`src/rtl/mem_stage.sv`:
```
// Memory pipeline stage: EX/MEM (M) and MEM/WB (W) registers around a
// combinational-read data RAM, with sticky fault capture and load/store counters.
module mem_stage #(
    parameter int DEPTH = 10,
    parameter int AW    = 6,
    parameter int DW    = 16
) (
    input  logic          clk,
    input  logic          rst,
    input  logic          ex_valid,
    input  logic          ex_mem_rd,
    input  logic          ex_mem_wr,
    input  logic [AW-1:0] ex_addr,
    input  logic [DW-1:0] ex_wdata,
    input  logic [DW-1:0] ex_alu,
    input  logic [2:0]    ex_rd,
    input  logic          ex_regwrite,
    input  logic          stall,
    input  logic          flush,
    output logic          ram_we,
    output logic [AW-1:0] ram_a,
    output logic [DW-1:0] ram_di,
    input  logic [DW-1:0] ram_do,
    output logic          wb_valid,
    output logic          wb_regwrite,
    output logic [2:0]    wb_rd,
    output logic [DW-1:0] wb_data,
    output logic          fault,
    output logic [AW-1:0] fault_addr,
    output logic [7:0]    ld_cnt,
    output logic [7:0]    st_cnt
);

    localparam logic [AW:0] DEPTH_W = (AW+1)'(DEPTH);

    logic          m_valid;
    logic          m_rd;
    logic          m_wr;
    logic [AW-1:0] m_addr;
    logic [DW-1:0] m_wdata;
    logic [DW-1:0] m_alu;
    logic [2:0]    m_rdi;
    logic          m_regwrite;

    logic in_range;
    logic bad_access;
    logic legal_ld;
    logic legal_st;

    // Only memory instructions can fault; a plain ALU op with a wild addr is fine.
    assign in_range   = {1'b0, m_addr} < DEPTH_W;
    assign bad_access = m_valid & (m_rd | m_wr) & (~in_range | (m_rd & m_wr));
    assign legal_ld   = m_valid & m_rd & ~m_wr & in_range;
    assign legal_st   = m_valid & m_wr & ~m_rd & in_range;

    assign ram_a  = m_addr;
    assign ram_di = m_wdata;
    assign ram_we = legal_st & ~stall;

    always_ff @(posedge clk or posedge rst) begin
        if (rst) begin
            m_valid    <= 1'b0;
            m_rd       <= 1'b0;
            m_wr       <= 1'b0;
            m_addr     <= '0;
            m_wdata    <= '0;
            m_alu      <= '0;
            m_rdi      <= '0;
            m_regwrite <= 1'b0;
        end else if (!stall) begin
            m_valid    <= ex_valid & ~flush;
            m_rd       <= ex_mem_rd;
            m_wr       <= ex_mem_wr;
            m_addr     <= ex_addr;
            m_wdata    <= ex_wdata;
            m_alu      <= ex_alu;
            m_rdi      <= ex_rd;
            m_regwrite <= ex_regwrite;
        end
    end

    always_ff @(posedge clk or posedge rst) begin
        if (rst) begin
            wb_valid    <= 1'b0;
            wb_regwrite <= 1'b0;
            wb_rd       <= '0;
            wb_data     <= '0;
            fault       <= 1'b0;
            fault_addr  <= '0;
            ld_cnt      <= '0;
            st_cnt      <= '0;
        end else if (!stall) begin
            wb_valid    <= m_valid;
            wb_rd       <= m_rdi;
            wb_regwrite <= m_regwrite & m_valid & ~m_wr & ~bad_access;
            if (legal_ld)
                wb_data <= ram_do;
            else if (m_valid && m_rd && bad_access)
                wb_data <= '0;
            else
                wb_data <= m_alu;
            if (bad_access) begin
                fault <= 1'b1;
                if (!fault)
                    fault_addr <= m_addr;
            end
            if (legal_ld && ld_cnt != 8'hFF)
                ld_cnt <= ld_cnt + 8'd1;
            if (legal_st && st_cnt != 8'hFF)
                st_cnt <= st_cnt + 8'd1;
        end
    end

endmodule

```
`config.mk`:
```
export PLATFORM = sky130hd
export DESIGN_NAME = mem_stage
export DESIGN_NICKNAME = d
export VERILOG_FILES = /design/src/rtl/mem_stage.sv
export SDC_FILE = /design/constraint.sdc
export NUM_CORES = 1
export LEC_CHECK = 0
export BUFFER_PORTS_ARGS = -buffer_cell sky130_fd_sc_hd__clkbuf_2
export CORE_MARGIN = 4
export CORE_UTILIZATION = 25
export DETAILED_ROUTE_END_ITERATION = 8
export PLACE_DENSITY = 0.52
export SKIP_CTS_REPAIR_TIMING = 1
export SYNTH_ARGS = -nofsm -noshare
export SYNTH_HDL_FRONTEND = slang
export SYNTH_SLANG_ARGS = --single-unit
```
`constraint.sdc`:
```
create_clock -name clk -period 5.8 [get_ports clk]
set_clock_uncertainty 0.1 [all_clocks]
set_input_delay 0.29 -clock clk [delete_from_list [all_inputs] [get_ports clk]]
set_output_delay 0.29 -clock clk [all_outputs]
set_load 0.005 [all_outputs]
```
* Yosys cells after proc, flatten, opt, wreduce, memory -nomap -nowiden
Index checks and enable logic that the tools add are counted.
** Cells by class
- Eq/ne operators :: 2
- Muxes and demuxes :: 2
- Magnitude comparators :: 1
- Bitwise operators :: 23
- Reductions and logical operators :: 8
- Add/sub/neg operators :: 2
** Operators with widths (count)
- $mux 16 :: 2
- $add 8x1->8 const B :: 2
- $ne 8x8->1 const B :: 2
- $and 1x1->1 :: 14
- $not 1->1 :: 7
- $lt 6x4->1 const B :: 1
- $reduce_and 2->1 :: 3
- $logic_and 1x1->1 :: 4
- $reduce_and 3->1 :: 1
- $or 1x1->1 :: 2
** Word-level totals
- Input port bits :: 65
- Output and inout bits :: 67
- Bits in registers :: 89
- Logic and storage cells :: 54

* Logic depth before layout (Yosys ltp)
- Word-level depth :: 7
- Depth in mapped cells :: 6

* Worst setup path after synthesis
Ideal clock, no wire load.
- Path type :: register to register
- Start :: register m_addr[4] (netlist: ram_a[4])
- End :: register ld_cnt[1]
- Data required time :: 5573 ps
- Cell stages (with the launch flop) :: 5
- Path slack :: 4111 ps
- Buffers on the path :: 0
- Arrival :: 1462 ps
- Period minus slack after synthesis :: 1689 ps
- Cells stage by stage :: dfrtp_1 -> or2_4 -> nor4_4 -> nand2_2 -> mux2_1
** Between the ends
- Word-level cells in the longest chain between the ends :: 4
** RTL lines
- from (decl) :: RTL line 39 : logic [AW-1:0] m_addr;
- from (signal assigned) :: RTL line 74 : m_addr <= ex_addr;
- $lt 6x4->1 :: RTL line 51 : assign in_range = {1'b0, m_addr} < DEPTH_W;
- $and 1x1->1 :: RTL line 53 : assign legal_ld = m_valid & m_rd & ~m_wr & in_range;
- $logic_and 1x1->1 :: RTL line 107 : if (legal_ld && ld_cnt != 8'hFF)
- $reduce_and 2->1 (no source line)
- to (signal assigned) :: RTL line 108 : ld_cnt <= ld_cnt + 8'd1;
- to (decl) :: RTL line 30 : output logic [7:0] ld_cnt,
Every way passes these cells.
A chain may end at the register's enable or synchronous reset.

* Worst setup path after layout
- Start :: input port stall
- End :: output port ram_we
** Between the ends
- Word-level cells in the longest chain between the ends :: 2
** RTL lines
- from (decl) :: RTL line 18 : input logic stall,
- $not 1->1 (no source line)
- $and 1x1->1 :: RTL line 58 : assign ram_we = legal_st & ~stall;
- to (decl) :: RTL line 20 : output logic ram_we,
Every way passes these cells.

==> summary.txt <==
Worst setup path
  – Cell breakdown of the critical path: clkbuf_2 > buf_4 > nor2b_4 > nand4_2 > inv_1 > clkbuf_2
  – Crit Path Max Fanout: 70
  – Worst endpoint data arrival time: 1.58 ns
  – Worst Setup Start Kind: input pin
  – CP endpoint kind: primary output
  – Slowest Stage Delay on Critical Path: 0.64 ns
  – Worst Path Buf+Inv: 4
  – Worst path required time: 5.41 ns
  – Slowest cell on the critical path: buf_4
  – Critical path's most frequent cell: clkbuf_2
  – Delay-heaviest family, CP: buffers and inverters
  – Kind of critical path: in -> out

Timing
  – Hold slack: -0.05815 ns
  – Period minus WS final: 1.972 ns
  – Fmax: 0.5070 GHz
  – Fin. Hold Viols: 43
  – Final worst slack: 3.828 ns
  – Least-Margin Pin Slew: 0.8411 ns
  – # setup viols final: 0
  – RSZ-0062 raised after global routing: false
  – Setup TNS: 0 ns
  – Max-slew headroom: 0.4393
  – Tcrit/Tclk final: 0.3401
  – Final slew viol count: 0

Logic synthesis
  – Synth async-reset ratio: 1.000
  – Mapped cell area: 3620 sq um
  – Number of synthesized flops with an enable pin: 0
  – Post-Synthesis Cells: 259
  – Synth cell types: 40
  – Yosys reg bits: 89
  – Area leader, netlist: dfrtp_1
  – Register area share after synthesis: 0.6153
  – Top post-synthesis cells by area: dfrtp_1, mux2_2, a222oi_1
  – Synth warnings: 0
  – Synth top area share: 0.6153
  – Main flop type after synthesis: dfrtp_1
  – Syn Nets: 326
  – Avg Cell Area, Syn: 13.98 sq um

Floorplan
  – # IOs: 132
  – Starting Density: 0.2578
  – Die area: 16470 sq um
  – Die Ht: 128.3 microns
  – Die W: 128.3 microns
  – Core area: 14040 sq um
  – Cell row count: 43

Status
  – Status: finished, violations left
  – Failing checks: negative hold slack

CTS
  – Reg clk slew, reported paths: 0.06 ns
  – Clk buf depth: 2
  – Clock latency on the worst-skew pair: 0.34 ns
  – Sink Count: 89
  – CTS Buf Count: 9
  – CTS tree: built
  – Clock root cell: clkbuf_16
  – H-tree levels: 3

Place
  – DP Worst Slack: 3.545 ns
  – Port Buffer Count: 131
  – RePlAce Congestion: 0.6795
  – Dpl hpwl: 6065 microns

Pwr
  – Combinational power share: 0.132
  – VDD IR max: 0.1578 mV
  – Power, Total: 1.569 mW
  – Switching power: 0.3691 mW
  – Sw frac: 0.2353
  – Clock Power Share: 0.393
  – Leakage: 2.412 nW
  – Pwr Density: 326.8 nW/um^2
  – Sequential share of power: 0.474
  – Cell Int Power: 1.199 mW

Min path
  – HP Class: in -> async

Final layout
  – Diodes inserted: 0
  – Fill cell count: 1407
  – Final #Nets: 461
  – Commonest non-fill, non-tap cells in the layout: clkbuf_2, dfrtp_1, mux2_2
  – Share of cells above drive strength 1: 0.5313
  – Area growth from synthesis to layout: 32.60%
  – Commonest non-fill, non-tap cell in the layout: clkbuf_2

GRT
  – Overflow left after global routing: 0
  – Pin count of the biggest net entering global routing: 71
  – Initial antenna violation count: 0
  – Vias in the first global route: 2616
  – Tot GR Track Use: 0.1060
  – First-pass GRT wire length: 13610 microns

Flow run
  – Number of max-cap violations: 0

Route
  – Vias post-DR: 2572
  – Drc violations: 0
  – Avg Vias per Cell: 4.442
  – Drt pass-1 iters: 6
  – Final wirelength: 8435 microns
  – Final ANT Viol Nets: 0
  – WL/cell: 14.57 microns
  – 1st-iter DRT viols: 168
## sequential cells by signal, indices dropped and copies added, names as in the netlist, 3 cells and up
signal,flops
m_alu,16
ram_di,16
wb_data,16
ld_cnt,8
st_cnt,8
fault_addr,6
ram_a,6
m_rdi,3
wb_rd,3
## per-stage QoR
step                      instances  area (sq um)  utilization
final                           579          4800       0.3418
after detailed placement        563          4478       0.3189
after floorplan                 259          3620            -
after global placement          563          4478       0.3189
after CTS                       579          4800       0.3418
after global routing            579          4800       0.3418
## power by group through the flow
stage | logic [mW] | registers [mW] | clock network (mW)
6_report | 0.208 | 0.744 | 0.617
3_5_place_dp | 0.212 | 0.756 | 0
2_1_floorplan | 0.101 | 0.750 | 0
5_1_grt | 0.232 | 0.754 | 0.673
3_3_place_gp | 0.208 | 0.754 | 0
4_1_cts | 0.213 | 0.745 | 0.649
## worst register-to-register path, delay by kind of cell (launching register included)
family / cells / cell delay, ns
simple gates: 3 / 0.67
mux: 1 / 0.32
buf+inv: 1 / 0.32
flops: 1 / 0.42
## metal layers
layer  wire (microns)  global-route usage  up-vias
met5                0                   0        -
met4              144             0.03933        0
met3              853             0.04981       11
met2             3919              0.1615       94
met1             3519              0.1314     1253
li1                 -                   -     1214
## path summary, 6_finish.rpt
kind,from,end,slack [ns],depth (start not counted)
setup / recovery,stall,ram_we,3.83,6
hold / removal,rst,ram_di[1],-0.06,2
setup reg to reg,ram_a[4],ld_cnt[1],3.85,5
hold reg to reg,wb_regwrite,wb_regwrite,0.37,2
max in group asynchronous,rst,st_cnt[3],4.57,3
min in group clk,flush,m_valid,0.06,2
## cell families (layout without fill, tap and decap cells)
kind of cell	count (synthesis)	in the layout	share of synthesized area
adders and majority gates	2	2	0.006912
and+or+nand+nor	41	41	0.07570
DFF	89	89	0.6153
buffers and inverters	29	169	0.03353
muxes	55	55	0.1711
AOI/OAI and AO/OA	32	32	0.07086
xor gates and xnor gates	11	11	0.02662
## layout make-up
| cell class | instances | area, sq um | area share |
|---|---|---|---|
| clock buffers | 11 | 242.7 | 0.05057 |
| well taps | 180 | 225.2 | 0.04692 |
| flip-flops and latches | 89 | 2227 | 0.4640 |
| clock inverters | 5 | 78.83 | 0.01642 |
| inverters | 18 | 68.82 | 0.01434 |
| multi-input cells | 141 | 1271 | 0.2649 |
| repair buffers | 135 | 685.7 | 0.1429 |
## synthesized netlist by cell type (2+ instances only)
| master | number |
|---|---|
| dfrtp_1 | 89 |
| mux2_2 | 54 |
| inv_1 | 18 |
| a222oi_1 | 16 |
| nand3_1 | 6 |
| xnor2_1 | 6 |
| nand2_1 | 5 |
| nor2_1 | 5 |
| o21ai_0 | 5 |
| xor2_1 | 5 |
| a31oi_1 | 4 |
| buf_2 | 4 |
| a21oi_1 | 3 |
| and3_1 | 3 |
| buf_1 | 3 |
| clkbuf_1 | 3 |
| nand4_1 | 3 |
| ha_1 | 2 |
| nand4_2 | 2 |
| nor2b_1 | 2 |
| nor4_1 | 2 |
Note: power is estimated with default switching activity, not from simulation.
